$ cat src/rtl/ysyx_22040000_rf_wb_arbiter.sv
// Round-robin arbiter for the shared register-file write port (EXU vs LSU).
// Also tracks per-register busy state, which drives the issue hazard checks.
module ysyx_22040000_rf_wb_arbiter #(
  parameter int AWIDTH = 5,
  parameter int DWIDTH = 32
) (
  input  logic              clk,
  input  logic              rst_n,
  input  logic              iss_valid,
  input  logic [AWIDTH-1:0] iss_rd,
  output logic              iss_ready,
  input  logic [AWIDTH-1:0] raddr1,
  input  logic [AWIDTH-1:0] raddr2,
  output logic              raw_stall,
  input  logic              exu_valid,
  input  logic [AWIDTH-1:0] exu_rd,
  input  logic [DWIDTH-1:0] exu_data,
  output logic              exu_ready,
  input  logic              lsu_valid,
  input  logic [AWIDTH-1:0] lsu_rd,
  input  logic [DWIDTH-1:0] lsu_data,
  output logic              lsu_ready,
  output logic              rf_wen,
  output logic [AWIDTH-1:0] rf_waddr,
  output logic [DWIDTH-1:0] rf_wdata,
  output logic              idle
);

  localparam int NREG = 2 ** AWIDTH;

  typedef enum logic {
    SRC_EXU = 1'b0,
    SRC_LSU = 1'b1
  } src_e;

  src_e              last_q, last_d;
  logic              wen_q, wen_d;
  logic [AWIDTH-1:0] waddr_q, waddr_d;
  logic [DWIDTH-1:0] wdata_q, wdata_d;
  logic [NREG-1:0]   busy_q, busy_d;

  logic exu_gnt;
  logic lsu_gnt;
  logic iss_fire;

  // On a tie the source that did not win last time takes the port.
  assign exu_gnt = exu_valid & (!lsu_valid | (last_q == SRC_LSU));
  assign lsu_gnt = lsu_valid & (!exu_valid | (last_q == SRC_EXU));

  assign exu_ready = exu_gnt;
  assign lsu_ready = lsu_gnt;

  assign iss_ready = !busy_q[iss_rd];
  assign iss_fire  = iss_valid & iss_ready & (iss_rd != '0);
  assign raw_stall = busy_q[raddr1] | busy_q[raddr2];
  assign idle      = (busy_q == '0) & !wen_q;

  assign rf_wen   = wen_q;
  assign rf_waddr = waddr_q;
  assign rf_wdata = wdata_q;

  always_comb begin
    last_d  = last_q;
    wen_d   = 1'b0;
    waddr_d = waddr_q;
    wdata_d = wdata_q;
    unique case (1'b1)
      exu_gnt: begin
        last_d  = SRC_EXU;
        wen_d   = (exu_rd != '0);
        waddr_d = exu_rd;
        wdata_d = exu_data;
      end
      lsu_gnt: begin
        last_d  = SRC_LSU;
        wen_d   = (lsu_rd != '0);
        waddr_d = lsu_rd;
        wdata_d = lsu_data;
      end
      default: ;
    endcase
  end

  // Clear before set so a same-edge reissue keeps the register busy.
  always_comb begin
    busy_d = busy_q;
    if (wen_q) busy_d[waddr_q] = 1'b0;
    if (iss_fire) busy_d[iss_rd] = 1'b1;
    busy_d[0] = 1'b0;
  end

  always_ff @(posedge clk or negedge rst_n) begin
    if (!rst_n) begin
      last_q  <= SRC_EXU;
      wen_q   <= 1'b0;
      waddr_q <= '0;
      wdata_q <= '0;
      busy_q  <= '0;
    end else begin
      last_q  <= last_d;
      wen_q   <= wen_d;
      waddr_q <= waddr_d;
      wdata_q <= wdata_d;
      busy_q  <= busy_d;
    end
  end

endmodule

$ cat config.mk
export PLATFORM = sky130hd
export DESIGN_NAME = ysyx_22040000_rf_wb_arbiter
export DESIGN_NICKNAME = d
export VERILOG_FILES = /design/src/rtl/ysyx_22040000_rf_wb_arbiter.sv
export SDC_FILE = /design/constraint.sdc
export NUM_CORES = 1
export LEC_CHECK = 0
export ABC_AREA = 1
export BUFFER_PORTS_ARGS = -buffer_cell sky130_fd_sc_hd__buf_2
export CAP_MARGIN = 10
export CORE_ASPECT_RATIO = 0.7
export CORE_UTILIZATION = 51
export CTS_BUF_LIST = sky130_fd_sc_hd__clkbuf_4 sky130_fd_sc_hd__clkbuf_8 sky130_fd_sc_hd__clkbuf_16
export DETAILED_ROUTE_END_ITERATION = 6
export MAX_ROUTING_LAYER = met4
export PLACE_DENSITY = 0.8
export REMOVE_ABC_BUFFERS = 1
export SYNTH_ARGS = -nofsm -noshare
export SYNTH_HDL_FRONTEND = slang
export SYNTH_SLANG_ARGS = --single-unit
$ cat constraint.sdc
create_clock -name clk -period 2 [get_ports clk]
set_input_delay 0.2 -clock clk [delete_from_list [all_inputs] [get_ports clk]]
set_output_delay 0.2 -clock clk [all_outputs]
set_load 0.005 [all_outputs]
# Word level (Yosys, flattened, before mapping)
# Index checks and enable logic that the tools add are counted.
classes:
  magnitude_cmp: 6
  n_mux: 16
  bitwise_logic: 12
  n_reduce_logical: 11
ops:
  columns: ["op", "count"]
  rows:
  - ["two-way mux 32 bit", 2]
  - ["case mux 32 bit (2 select lines)", 1]
  - ["bitwise AND 32 bit", 1]
  - ["zero test 32 bit", 1]
  - ["inverter 32 bit", 1]
  - ["bitwise OR 32 bit", 1]
  - ["less-than comparator 5 x 6 -> 1 bit, second input constant", 4]
  - ["binary-select mux 1 bit (select 5 bit)", 3]
  - ["nonzero test 5 bit", 3]
  - ["demux 1 bit (select 5 bit)", 2]
  - ["greater-or-equal comparator 5 x 1 -> 1 bit, second input constant", 2]
  - ["case mux 5 bit (2 select lines)", 1]
  - ["bitwise AND 1 bit", 5]
  - ["two-way mux 1 bit", 5]
  - ["zero test 1 bit", 4]
  - ["case mux 1 bit (2 select lines)", 2]
  - ["bitwise OR 1 bit", 3]
  - ["logical AND 1 bit", 2]
  - ["nonzero test 2 bit", 1]
  - ["inverter 1 bit", 1]
word_totals:
  ff_bits: 70
  input_bits: 94
  output_inout_bits: 43
  wordCells: 50

# Longest topological paths before layout
logic_depth:
  depth_word: 9
  depth_mapped: 14
  ltp_nobuf: 12

# Worst setup path before layout
# No wires, ideal clock.
synth_path:
  kind: "register to register"
  startpoint: "reg last_q"
  endpoint: "reg wdata_q[29] (netlist: rf_wdata[29])"
  setup_ns: 0.083
  arrival_ns: 1.367
  t_required_ns: 1.917
  setup_slack_ns: 0.550
  stages_incl_launch_ff: 9
  path_buffers: 2
  period_less_slack_ns: 1.450
  path_cell_list: "dfrtp_1 > nand2_1 > nand2_1 > inv_2 > or2_1 > buf_2 > clkbuf_1 > o21ai_1 > o22ai_1"
synth_via:
  elab_chain_cells: 4
  elab_cells_between_ends: 7
  classes_between: "mux: 1; bitwise: 5; reduce/logical: 1"
synth_rtl:
  columns: ["element", "line", "text"]
  rows:
  - ["start, declared", "36", "src_e last_q, last_d;"]
  - ["start signal, assigned", "100", "last_q <= last_d;"]
  - ["inverter 1 bit", "48", "assign lsu_gnt = lsu_valid & (!exu_valid | (last_q == SRC_EXU));"]
  - ["bitwise OR 1 bit", "48", null]
  - ["bitwise AND 1 bit", "48", null]
  - ["case mux 32 bit (2 select lines) / nonzero test 2 bit (equally long branches)", null, null]
  - ["end signal, assigned", "103", "wdata_q <= wdata_d;"]
  - ["end, declared", "39", "logic [DWIDTH-1:0] wdata_q, wdata_d;"]
# Parallel ways exist; a longest one is shown, timed or not.
# A chain may end at the register's enable or synchronous reset.

# Final worst setup path
layout_path:
  startpoint: "reg busy_q[18]"
  endpoint: "out raw_stall"
layout_via:
  elab_chain_cells: 3
  elab_cells_between_ends: 5
  classes_between: "mux: 4; bitwise: 1"
layout_rtl:
  columns: ["element", "line", "text"]
  rows:
  - ["start, declared", "40", "logic [NREG-1:0] busy_q, busy_d;"]
  - ["start signal, assigned", "104", "busy_q <= busy_d;"]
  - ["binary-select mux 1 bit (select 5 bit)", "55", "assign raw_stall = busy_q[raddr1] | busy_q[raddr2];"]
  - ["two-way mux 1 bit (not written as such)", "55", null]
  - ["bitwise OR 1 bit *", "55", null]
  - ["end, declared", "14", "output logic raw_stall,"]
# Every way passes the cells marked *; elsewhere a longest branch is shown, timed or not. The select of a mux whose other input is x is not followed.

==> PnR_summary.wiki <==
{| class="wikitable"
! Metric !! Value
|-
| Post-DRT Antenna Nets || 0
|-
| Critical path, cell by cell || o21ai_0 > nor2_1 > a211oi_1 > o21ai_1 > nand2_1 > nand2_1 > buf_2
|-
| Arrival time of the worst setup path || 1.61 ns
|-
| CTS Buffer Depth || 2
|-
| Port Buffers || around 140
|-
| I/O pin count || 137
|-
| CP Class || reg2out
|-
| Final Hold Slack || ~0.12 ns
|-
| Final Hold Violating Endpoints || 0
|-
| Core outline area || about 8000 um^2
|-
| Count of unresolved DRC violations after routing || 6
|-
| Estimated wirelength of the detail-placed design || between 10 and 15 mm
|-
| Post-Route Skew || 0.00421 ns
|-
| Total standard cell area after synthesis || approximately 4300 um^2
|-
| Largest net degree at the start of global routing || slightly above 70
|-
| Number of setup violations in the final report || 0
|-
| Unrepaired setup endpoints after global routing || no
|-
| Clock tree from TritonCTS || done
|-
| Nets || between 800 and 900
|-
| PwrDens || 1100 nW/um^2
|-
| Type of origin of the critical path || flip-flop
|-
| Total placed cells including tap cells || between 800 and 900
|-
| Routed via count divided by cell count || about 5.8
|-
| Total CTS buffers || 9
|-
| Final RePlAce weighted congestion || just over 0.9
|-
| Register-to-register path setup slack || ~0.35 ns
|-
| Proportion of layout cells with a drive suffix above 1 || 25.7%
|-
| Unique masters post-synth || 27
|-
| Top cell type's share of synthesized area || roughly two fifths
|-
| Violated checks || DRC
|-
| Number of standard cells after synthesis || a little over 600
|-
| Final WL || between 10 and 15 mm
|-
| Path category of the worst min-delay check || in2reg
|-
| CTS HTree Levels || 3
|-
| Top_reg_cell synth || sky130_fd_sc_hd__dfrtp_1
|-
| Peak per-stage delay on the critical path || just under 0.5 ns
|-
| Final cycle utilization of the critical path || about nine tenths
|-
| Count of placed standard cells in the final layout, fillers left out || between 800 and 900
|-
| Fraction of the yosys area taken by sequential cells || between 40% and 50%
|-
| Highest net fanout along the worst path || 5
|-
| Post-synth EDFFs || 0
|-
| Die area || roughly 9000 um^2
|-
| Routed via count || around 5000
|-
| Clk pin slew, worst setup/hold paths || roughly 0.06 ns
|-
| Power after layout || roughly 5.9 mW
|-
| Average footprint of a synthesized cell || ~7.0 um^2
|-
| Remaining global-route overflow || 0
|-
| Max cap viols || 0
|-
| Initial detailed-routing violation count || slightly below 600
|-
| Worst skew pair latency || approximately 0.33 ns
|-
| Flip-flop and latch count after synthesis || 70
|-
| Final sum of negative setup slack || 0 ns
|-
| Cell type with the highest occurrence count on the critical path || sky130_fd_sc_hd__nand2_1
|-
| Yosys Warn Count || 0
|-
| Slew Limit Fails || 0
|-
| Number of antenna violations at the first check in global routing || 1
|-
| Die X-Extent || 112 um
|-
| Routed wirelength normalized by instance count || between 15 and 20 um
|-
| Top post-synthesis cells by area || sky130_fd_sc_hd__dfrtp_1 (41%), sky130_fd_sc_hd__nand2_1 (12%), sky130_fd_sc_hd__o21ai_0 (11%)
|-
| Overall routing resource usage || ~34%
|-
| Number of buffer and inverter stages on the critical path || 1
|-
| Starting Density || approximately 54%
|-
| Setup crit end kind || output pin
|-
| VDD IR max || 784 uV
|-
| Count of standard-cell rows || 27
|-
| Share of flip-flops with an asynchronous set or reset || 100%
|-
| Tightest Pin Transition || about 0.44 ns
|-
| Headroom to the max-slew limit || a little over two thirds
|-
| Root buf cell || sky130_fd_sc_hd__clkbuf_16
|-
| Growth of design area from synthesis to finish || 24.9%
|-
| Crit path max-delay cell type || sky130_fd_sc_hd__dfrtp_1
|-
| Fillers || 725
|-
| Run status || finished with violations
|-
| Wire length of the first global-routing pass || ~23 mm
|-
| Family with the most delay on the worst path || compound AO/OA/AOI/OAI gates
|-
| Number of global-route vias before repair || 4558
|-
| First drt pass iteration count || 7
|-
| Floorplan die height || around 79 um
|-
| Static leakage || 2.70 nW
|-
| Total number of clock tree sinks || 70
|-
| Min cycle time layout || 1.81 ns
|-
| Worst EP required || ~1.8 ns
|-
| Cell type contributing the most total cell area after synthesis || sky130_fd_sc_hd__dfrtp_1
|-
| Peak clock frequency supported by timing || roughly 0.55 GHz
|}
[metrics by stage]
stage               cell area, um^2  setup WS [ns]  util, %
floorplan                      4130         -0.935        -
global placement               5040          0.243     62.9
detailed placement             5040          0.215     62.9
CTS                            5350          0.185     66.8
global route                   5360        0.00520     66.9
finish                         5360          0.193     66.9
[layout make-up]
class	instances	area, um^2	share of cell area [%]
Sequential cell	70	1760	32.8
Clock buffer	9	225	4.20
Inverter	71	267	4.97
Clock inverter	7	73.8	1.38
Antenna cell	1	2.50	0.0467
Tap cell	101	126	2.36
Timing Repair Buffer	145	788	14.7
Multi-Input combinational cell	441	2120	39.6
[Yosys cell counts (2+ instances only)]
master                       n
sky130_fd_sc_hd__nor3_1      3
sky130_fd_sc_hd__nand4_1     2
sky130_fd_sc_hd__o211ai_1    7
sky130_fd_sc_hd__nor3_2      7
sky130_fd_sc_hd__nor2_4      2
sky130_fd_sc_hd__inv_2      15
sky130_fd_sc_hd__o22ai_1    33
sky130_fd_sc_hd__buf_6       5
sky130_fd_sc_hd__inv_1      56
sky130_fd_sc_hd__o21ai_0    91
sky130_fd_sc_hd__o21ai_1    18
sky130_fd_sc_hd__nand2_1   134
sky130_fd_sc_hd__buf_2       2
sky130_fd_sc_hd__clkbuf_1   20
sky130_fd_sc_hd__dfrtp_1    70
sky130_fd_sc_hd__nor2_1     51
sky130_fd_sc_hd__buf_4       2
sky130_fd_sc_hd__a21oi_1    13
sky130_fd_sc_hd__nor4_1     10
sky130_fd_sc_hd__nand3_1    63
[where the power goes]
group | internal (mW) | total, mW | switching [mW]
registers | 1.87 | 2.64 | 0.773
clock network | 0.966 | 1.59 | 0.623
logic | 0.690 | 1.67 | 0.983
total | 3.52 | 5.90 | 2.38
[kinds of logic after synthesis]
group                  count (synthesis)  share of synthesized area, %
AOI/OAI and AO/OA                    165                          20.8
buffers and inverters                100                          9.86
DFF                                   70                          40.8
and+or+nand+nor                      276                          28.5
[worst paths after layout]
check / from / end / cells after the start
worst max register to register: busy_q[31] / busy_q[23] / 12
worst max-delay path: busy_q[18] / raw_stall / 7
min in group asynchronous: rst_n / rf_wdata[7] / 3
max in group asynchronous: rst_n / busy_q[25] / 3
worst min-delay path: lsu_rd[1] / rf_wen / 3
worst min register to register: last_q / last_q / 2
[state kept, by name, indices dropped and copies added, names as in the netlist]
name	cells
rf_wdata	32
rf_wen	1
rf_waddr	5
busy_q	31
last_q	1
[tightest hold or removal path: stages]
cell                      delay (ns)
sky130_fd_sc_hd__buf_2          0.09
sky130_fd_sc_hd__o41ai_1        0.06
sky130_fd_sc_hd__nand3_1        0.06
[cells in the final DEF, fill, tap and decap left out, types with 13 or more instances in the layout]
cell	Yosys	final
sky130_fd_sc_hd__inv_2	15	15
sky130_fd_sc_hd__nor2_1	51	51
sky130_fd_sc_hd__a21oi_1	13	13
sky130_fd_sc_hd__dfrtp_1	70	67
sky130_fd_sc_hd__nand3_1	63	63
sky130_fd_sc_hd__nand2_1	134	134
sky130_fd_sc_hd__o21ai_0	91	90
sky130_fd_sc_hd__o21ai_1	18	19
sky130_fd_sc_hd__o22ai_1	33	33
sky130_fd_sc_hd__buf_2	2	136
sky130_fd_sc_hd__inv_1	56	56
[repair_timing]
| action | 4_1_cts | 5_1_grt |
|---|---|---|
| setup buffers | 0 | 0 |
| setup endpoints to repair | 0 | 2 |
| hold buffers | 1 | 0 |
| hold endpoints to repair | 70 | 0 |
| resized for setup | 0 | 5 |
[per-layer routing]
| metal | GRT usage (%) | up-vias | routed length [um] |
|---|---|---|---|
| met3 | 6.18 | 23 | 1370 |
| li1 | - | 2327 | - |
| met2 | 51.1 | 260 | 6140 |
| met5 | - | - | 0 |
| met4 | 11.8 | 0 | 277 |
| met1 | 47.9 | 2282 | 6240 |
No activity file was read; power rests on OpenSTA's default activity.
